<file path="config.mk">
export PLATFORM = sky130hd
export DESIGN_NAME = bin_to_onehot_req
export DESIGN_NICKNAME = d
export VERILOG_FILES = /design/src/rtl/bin_to_onehot_req.sv
export SDC_FILE = /design/constraint.sdc
export NUM_CORES = 1
export LEC_CHECK = 0
export CORE_ASPECT_RATIO = 1.1
export CORE_MARGIN = 2
export CORE_UTILIZATION = 35
export CTS_BUF_LIST = sky130_fd_sc_hd__clkbuf_2 sky130_fd_sc_hd__clkbuf_4 sky130_fd_sc_hd__clkbuf_8
export CTS_CLUSTER_SIZE = 16
export DETAILED_ROUTE_END_ITERATION = 10
export DONT_BUFFER_PORTS = 1
export PLACE_DENSITY_LB_ADDON = 0.08
export SYNTH_ARGS = -nofsm -noshare
export SYNTH_HDL_FRONTEND = slang
export SYNTH_SLANG_ARGS = --single-unit
</file>
<file path="constraint.sdc">
create_clock -name clk -period 1.9 [get_ports clk]
set_input_delay 0.19 -clock clk [delete_from_list [all_inputs] [get_ports clk]]
set_output_delay 0.19 -clock clk [all_outputs]
set_load 0.02 [all_outputs]
</file>
<file path="src/rtl/bin_to_onehot_req.sv">
// bin_to_onehot_req: takes a binary output-port index over a valid/ready
// handshake and holds it as a one-hot request toward the switch allocator.
// When a matching grant arrives, it reports the index and how many cycles
// the request waited.
// Optional macro BIN_TO_ONEHOT_REQ_SKID_EN adds a one-entry holding register.
// This register lets the next index queue behind an outstanding request, so
// there is no idle bubble between consecutive requests.
module bin_to_onehot_req #(
   parameter int ONEHOT_WIDTH = 16,
   parameter int BIN_WIDTH    = $clog2(ONEHOT_WIDTH),
   parameter int CNT_WIDTH    = 8
) (
   input  logic                    clk,
   input  logic                    reset_n,
   input  logic                    i_valid,
   input  logic [BIN_WIDTH-1:0]    i_bin,
   output logic                    o_ready,
   output logic [ONEHOT_WIDTH-1:0] o_req,
   input  logic [ONEHOT_WIDTH-1:0] i_grant,
   output logic                    o_done,
   output logic [BIN_WIDTH-1:0]    o_done_bin,
   output logic [CNT_WIDTH-1:0]    o_wait,
   output logic                    o_err
);

   typedef enum logic {IDLE = 1'b0, REQ = 1'b1} state_t;

   // One extra bit so the port count itself is representable for the range check
   localparam logic [BIN_WIDTH:0]      LIMIT   = (BIN_WIDTH+1)'(ONEHOT_WIDTH);
   localparam logic [ONEHOT_WIDTH-1:0] ONE_BIT = ONEHOT_WIDTH'(1);

   state_t                  state_reg, state_next;
   logic [ONEHOT_WIDTH-1:0] req_reg, req_next;
   logic [BIN_WIDTH-1:0]    bin_reg, bin_next;
   logic [CNT_WIDTH-1:0]    cnt_reg, cnt_next;
   logic                    done_reg, done_next;
   logic [BIN_WIDTH-1:0]    done_bin_reg, done_bin_next;
   logic [CNT_WIDTH-1:0]    wait_reg, wait_next;
   logic                    err_reg, err_next;

   logic                    ready;
   logic                    accept;
   logic                    in_range;
   logic                    hit;
   logic                    load;
   logic [BIN_WIDTH-1:0]    load_bin;

`ifdef BIN_TO_ONEHOT_REQ_SKID_EN
   logic                    hold_full_reg, hold_full_next;
   logic [BIN_WIDTH-1:0]    hold_bin_reg, hold_bin_next;

   // Ready comes straight from a flop, so it never depends on valid or grant
   assign ready = !hold_full_reg;
`else
   // Without the holding register, new work is accepted only when idle
   assign ready = (state_reg == IDLE);
`endif

   assign accept   = i_valid && ready;
   assign in_range = ({1'b0, i_bin} < LIMIT);
   assign hit      = (state_reg == REQ) && (|(i_grant & req_reg));

   // State and datapath registers with asynchronous clear
   always_ff @(posedge clk or negedge reset_n) begin
      if (!reset_n) begin
         state_reg     <= IDLE;
         req_reg       <= '0;
         bin_reg       <= '0;
         cnt_reg       <= '0;
         done_reg      <= 1'b0;
         done_bin_reg  <= '0;
         wait_reg      <= '0;
         err_reg       <= 1'b0;
`ifdef BIN_TO_ONEHOT_REQ_SKID_EN
         hold_full_reg <= 1'b0;
         hold_bin_reg  <= '0;
`endif
      end else begin
         state_reg     <= state_next;
         req_reg       <= req_next;
         bin_reg       <= bin_next;
         cnt_reg       <= cnt_next;
         done_reg      <= done_next;
         done_bin_reg  <= done_bin_next;
         wait_reg      <= wait_next;
         err_reg       <= err_next;
`ifdef BIN_TO_ONEHOT_REQ_SKID_EN
         hold_full_reg <= hold_full_next;
         hold_bin_reg  <= hold_bin_next;
`endif
      end
   end

   // Next-state: accept, wait-count, complete on grant hit, reload request stage
   always_comb begin
      state_next     = state_reg;
      req_next       = req_reg;
      bin_next       = bin_reg;
      cnt_next       = cnt_reg;
      done_next      = 1'b0;
      done_bin_next  = done_bin_reg;
      wait_next      = wait_reg;
      err_next       = accept && !in_range;
      load           = 1'b0;
      load_bin       = '0;
`ifdef BIN_TO_ONEHOT_REQ_SKID_EN
      hold_full_next = hold_full_reg;
      hold_bin_next  = hold_bin_reg;
`endif
      case (state_reg)
         IDLE: begin
            if (accept && in_range) begin
               load     = 1'b1;
               load_bin = i_bin;
            end
         end
         REQ: begin
            if (hit) begin
               done_next     = 1'b1;
               done_bin_next = bin_reg;
               wait_next     = cnt_reg;
               state_next    = IDLE;
               req_next      = '0;
`ifdef BIN_TO_ONEHOT_REQ_SKID_EN
               // Queued index goes out immediately, alongside the done pulse
               if (hold_full_reg) begin
                  load           = 1'b1;
                  load_bin       = hold_bin_reg;
                  hold_full_next = 1'b0;
               end else if (accept && in_range) begin
                  load     = 1'b1;
                  load_bin = i_bin;
               end
`endif
            end else begin
               if (cnt_reg != '1) begin
                  cnt_next = cnt_reg + CNT_WIDTH'(1);
               end
`ifdef BIN_TO_ONEHOT_REQ_SKID_EN
               if (accept && in_range) begin
                  hold_full_next = 1'b1;
                  hold_bin_next  = i_bin;
               end
`endif
            end
         end
         default: begin
            state_next = IDLE;
            req_next   = '0;
         end
      endcase
      if (load) begin
         state_next = REQ;
         req_next   = ONE_BIT << load_bin;
         bin_next   = load_bin;
         cnt_next   = '0;
      end
   end

   // Outputs are driven directly from registers
   always_comb begin
      o_ready    = ready;
      o_req      = req_reg;
      o_done     = done_reg;
      o_done_bin = done_bin_reg;
      o_wait     = wait_reg;
      o_err      = err_reg;
   end

endmodule

</file>
==> results by group, run 1 <==
Routing
  • Avg WL per Cell: 18.3 um
  • Post-Route WL: 5020 um
  • DRT iter0 DRCs: 66
  • Antenna violation net count after detailed routing: 0
  • DR DRC count: 0
  • Vias/cell: 5.41
  • Detailed Routing Iterations Pass 1: 4
  • Via count: 1483

Worst hold path
  • Hold Path Sink: bin_reg[2]
  • Min-delay src: i_bin[2]
  • Hold Path Depth: 2
  • Hold Crit Class: input port to register

STA
  • Setup violations, final: 35
  • Worst-margin pin slew: 499 ps
  • Period utilization: 107%
  • Fmax: 0.490 GHz
  • Setup ws final: -140 ps
  • Relative slew margins: about 66%
  • Fin. max-slew vios: 0
  • Clock skew: 8.35 ps
  • Hold Fails Final Rpt: 0
  • WHS: around 7 ps
  • Fin crit period: 2040 ps
  • RSZ-0062 raised after global routing: true

Synth
  • Syn Inst Count: roughly 170
  • Synthesized net count: 189
  • Yosys warning count: 0
  • Synthesized cell area: approximately 0.0019 mm2
  • Avg Cell Area, Syn: 11.4 um2
  • Post-synthesis cell type count: 35
  • Seq cells post-synth: 42
  • Post-synthesis sequential area ratio: 56.0%

Die
  • Core area: 0.00510 mm2
  • Die width: approximately 74 um
  • Initial Util: 36.8%
  • DIE AREA: ~0.006 mm2
  • Number of I/O pins: 54
  • Row count: 27
  • Die Y: around 81 um

Placement
  • Port Buffers: 0
  • Pre-CTS worst setup slack: -178 ps
  • GPL Wtd Cong: 0.802
  • Placed cell count: 257
  • Post-DP Area: roughly 0.0022 mm2
  • Hpwl dp: around 3400 um

Worst setup path
  • R2R cell count: 7
  • Worst Path Arrival: 2250 ps
  • Crit Path Category: register to register
  • CP max FO: 8
  • R2r startpoint: o_req[2]
  • CP required: roughly 2100 ps
  • R2r setup slk: -140 ps
  • CP endpoint kind: register
  • Worst Setup SP: o_req[2]
  • Worst r2r dst: o_req[6]
  • Critical path launch point type: register

Final layout
  • Commonest non-fill, non-tap cells in the layout: dfrtp_1 (37), buf_4 (29), nand2_1 (20), mux2_4 (9)
  • Fillers: 467
  • Non-Filler Instances: 274
  • Number of flip-flops in the largest register: 16
  • Share of layout cells above drive strength 1: 43.1%
  • Design Area, Final: 0.00259 mm2
  • P&R area growth vs syn: 38.0%
  • Antenna cell count: 0
  • Commonest non-fill, non-tap cell in the layout: dfrtp_1
  • Final nets: 225

Global routing
  • Initial antenna violation count: 0
  • Number of global-route vias before repair: ~1700
  • Tot GR Track Use: about 18%
  • Largest net degree at the start of global routing: 43
  • First-pass GRT wire length: 7870 um
  • GRT Residual Overflow: 0

Power and ir drop
  • PnR Total Power: about 3500 uW
  • Worst vdd ir: 0.425 mV
  • Leakage power: between 0.001 and 0.0015 uW
  • Cell Pwr Density: 1360 mW/mm2

Clock network
  • TritonCTS Buffers: 5
  • CTS tree: done
  • CTS max path bufs: 2
  • CTS clk-pin slew, worst paths: 80 ps
  • Root buffer cell: clkbuf_8
  • Clock Latency Late Sink: ~290 ps
  • Num Clock Sinks: 42
  • H-tree lvl count: 2

Status
  • Failing checks: negative setup slack
  • Status: finished with violations

Job
  • Max_cap viols: 0
worst max path at each step:
stage          slack (ps)  cells after the start            end
4_1_cts               -90                      7       o_req[4]
3_3_place_gp         -160                      5      o_wait[2]
5_1_grt              -200                      5     cnt_reg[3]
3_5_place_dp         -180                      5  o_done_bin[0]
6_report             -140                      7       o_req[6]
2_1_floorplan        -130                      7  o_done_bin[2]
metrics by stage:
step / TNS, ps / util (%)
after floorplan: -1820 / -
after global placement: -2880 / 43.3
after detailed placement: -2880 / 43.3
after CTS: -1960 / 48.4
after global routing: -5200 / 50.7
final: -2900 / 50.7
logic make-up (layout without fill, tap and decap cells):
logic type	count (synthesis)	count (layout)	share of synthesized area (%)
and+or+nand+nor	52	54	14.5
muxes	14	14	8.94
buffers and inverters	15	50	4.27
other	1	1	0.200
adders and majority gates	1	1	0.667
AOI/OAI and AO/OA	40	40	15.4
DFF	42	42	56.0
worst max-delay path, cell delays in order (launching register included):
cell,delay [ps]
dfrtp_2,400
a22oi_1,170
nand2_1,120
buf_4,160
or4_4,560
mux2i_4,240
clkbuf_16,210
o2bb2ai_2,100
metal layers:
metal  global-route usage, %  wire length (um)  vias up
met3                    5.58               286        6
met2                    30.2              2610       44
li1                        -                 -      682
met1                    20.3              2050      751
met5                       0                 0        -
met4                    6.36                78        0
synth_stat cells:
master,instances,share of area [%]
dfrtp_1,42,56
mux2i_1,1,0.53
buf_1,1,0.20
o2bb2ai_1,8,3.7
buf_2,1,0.27
buf_4,2,0.80
or4_1,4,1.6
a211oi_1,1,0.40
a22oi_1,8,3.2
nor3_1,4,1.1
buf_6,2,1.2
o21ai_0,4,1.1
nor4_1,4,1.3
o31ai_1,4,1.6
nand3_1,8,2.1
inv_1,6,1.2
mux2_1,2,1.2
nor4_2,1,0.67
a32o_1,2,1.1
nor2b_1,1,0.33
clkbuf_1,3,0.60
mux2i_4,1,1.2
nor2_1,2,0.40
or3_1,1,0.33
nand4_1,2,0.67
nand2_1,21,4.2
mux2_2,10,6.0
ha_1,1,0.67
a21oi_1,6,1.6
a31oi_1,1,0.33
nor4b_1,1,0.47
conb_1,1,0.20
or4_4,1,0.60
a21o_1,6,2.4
or2_2,2,0.67
cell type report:
type	instances	area [um2]	area share [%]
multi-input cells	110	950	36.7
well taps	72	90.1	3.48
clock inverters	2	60.1	2.32
repair buffers	36	327	12.6
flip-flops and latches	42	1060	40.8
inverters	6	22.5	0.870
clock buffers	6	82.6	3.19
power by group:
group | internal, uW | switching (uW) | total, uW | leakage [uW]
sequential | 1110 | 294 | 1400 | 0.000553
combinational | 625 | 628 | 1250 | 0.000596
clock | 561 | 304 | 865 | 0.0000714
total | 2290 | 1230 | 3520 | 0.00122
repair_timing:
action / CTS / global route
gates cloned: 1 / 2
pin swaps: 8 / 5
hold endpoints to repair: 42 / 0
gates resized for setup: 11 / 17
hold buffers: 2 / 0
endpoints found under the setup margin: 35 / 36
buffers inserted: 3 / 1
Power figures use the tool's default switching activity.
==> run 2, diff against run 1 <==
--- a/config.mk
+++ b/config.mk
@@ -16,3 +16,4 @@
 export SYNTH_ARGS = -nofsm -noshare
 export SYNTH_HDL_FRONTEND = slang
 export SYNTH_SLANG_ARGS = --single-unit
+export TNS_END_PERCENT = 20
==> results by group, run 2 (synthesis results as in run 1) <==
Final layout
  • Share of layout cells above drive strength 1: 34.0%
  • Commonest non-fill, non-tap cells in the layout: dfrtp_1 (37), buf_4 (31), nand2_1 (20), mux2_4 (10)
  • Final nets: 223
  • P&R area growth vs syn: 28.0%
  • Fillers: just under 500
  • Antenna cell count: 0
  • Non-Filler Instances: 272
  • Commonest non-fill, non-tap cell in the layout: dfrtp_1
  • Number of flip-flops in the largest register: 16

STA
  • Setup ws final: -79.5 ps
  • TNS Setup: -822 ps
  • RSZ-0062 raised after global routing: true
  • Hold Fails Final Rpt: 0
  • Fmax: 0.505 GHz
  • Fin. max-slew vios: 0
  • Relative slew margins: ~65%
  • Setup violations, final: 30
  • Worst-margin pin slew: just over 500 ps
  • Period utilization: 104%
  • Clock skew: 4.38 ps
  • Fin crit period: 1980 ps

Routing
  • DRT iter0 DRCs: 79
  • DR DRC count: 0
  • Antenna violation net count after detailed routing: 0
  • Avg WL per Cell: roughly 18 um
  • Detailed Routing Iterations Pass 1: 4
  • Post-Route WL: 4770 um
  • Vias/cell: 5.40
  • Via count: 1469

Status
  • Failing checks: negative setup slack
  • Status: finished with violations

Placement
  • Pre-CTS worst setup slack: -213 ps
  • Hpwl dp: 3300 um
  • Port Buffers: 0
  • GPL Wtd Cong: 0.812
  • Placed cell count: 257

Power and ir drop
  • Leakage power: 0.00117 uW
  • Cell Pwr Density: 1260 mW/mm2
  • Worst vdd ir: 0.382 mV

Clock network
  • Num Clock Sinks: between 40 and 50
  • Clock Latency Late Sink: 290 ps
  • CTS tree: done
  • Root buffer cell: clkbuf_8
  • TritonCTS Buffers: 5
  • CTS clk-pin slew, worst paths: 80 ps
  • CTS max path bufs: 2
  • H-tree lvl count: 2

Die
  • Die Y: 80.8 um
  • Core area: 0.00510 mm2
  • Initial Util: 36.8%
  • DIE AREA: between 0.005 and 0.006 mm2
  • Row count: 27
  • Number of I/O pins: 54
  • Die width: 73.8 um

Global routing
  • GRT Residual Overflow: 0
  • Largest net degree at the start of global routing: 43
  • Initial antenna violation count: 0
  • First-pass GRT wire length: 7410 um
  • Number of global-route vias before repair: 1487
  • Tot GR Track Use: between 10% and 20%

Worst setup path
  • Crit Path Category: register to register
  • Max stage delay on crit path: ~620 ps
  • CP endpoint kind: register
  • Worst path slowest cell: or4_4
  • Critical path launch point type: register
  • Worst path cell trace: a22oi_2, nand2_1, or4_4, or4_1, a21oi_1
  • CP max FO: 8
  • CP required: ~2100 ps
  • Worst Path Arrival: ~2200 ps

Job
  • Max_cap viols: 0

Worst hold path
  • Hold Crit Class: input port to register
-- run 2: report_power, final --
group	switching, uW	leakage (uW)	internal [uW]	total [uW]
combinational	514	0.000561	512	1030
clock	284	0.0000517	307	591
sequential	296	0.000553	1110	1400
-- run 2: critical path: cells and delay by family (launching register included) --
family             cells  cell delay (ps)
AOI/OAI and AO/OA      2              310
and+or+nand+nor        3             1200
DFF                    1              400
-- run 2: layer usage --
metal  share of wire, %  global-route usage, %
met3                8.6                   6.33
met4                1.9                   6.36
met2                 49                   28.0
met5                  0                      0
met1                 40                   19.0
-- run 2: cell type report --
cell class | instances | area, um2 | area share [%]
Sequential cell | 42 | 1060 | 44.0
Multi-Input combinational cell | 109 | 843 | 35.1
Timing Repair Buffer | 35 | 293 | 12.2
Clock buffer | 7 | 90.1 | 3.75
Tap cell | 72 | 90.1 | 3.75
Inverter | 6 | 22.5 | 0.938
Clock inverter | 1 | 5.00 | 0.208
-- run 2: stage by stage --
| step | total power (uW) | hold WS [ps] | util [%] | area, um2 |
|---|---|---|---|---|
| 3_3_place_gp | 2280 | -105 | 42.4 | 2160 |
| 5_1_grt | 3210 | 29.7 | 47.1 | 2400 |
| 3_5_place_dp | 2300 | -105 | 42.4 | 2160 |
| 4_1_cts | 3060 | 12.5 | 47.0 | 2400 |
| 2_1_floorplan | 2010 | -106 | - | 1900 |
| 6_report | 3020 | 25.4 | 47.1 | 2400 |
-- run 2: path summary, 6_finish.rpt --
kind | slack, ps | end | start | depth (start not counted)
min in group asynchronous | 400 | cnt_reg[6] | reset_n | 2
max in group asynchronous | 1280 | o_req[4] | reset_n | 2
max | -80 | cnt_reg[4] | o_req[0] | 5
min reg2reg | 470 | bin_reg[3] | bin_reg[3] | 2
max reg2reg | -80 | cnt_reg[4] | o_req[0] | 5
min | 30 | bin_reg[1] | i_bin[1] | 2
-- run 2: repair_timing --
action,4_1_cts,5_1_grt
setup buffers,3,0
hold endpoints to repair,43,0
pin swaps,10,2
hold buffers,3,0
endpoints found under the setup margin,35,36
resized for setup,16,2
cloned,1,0
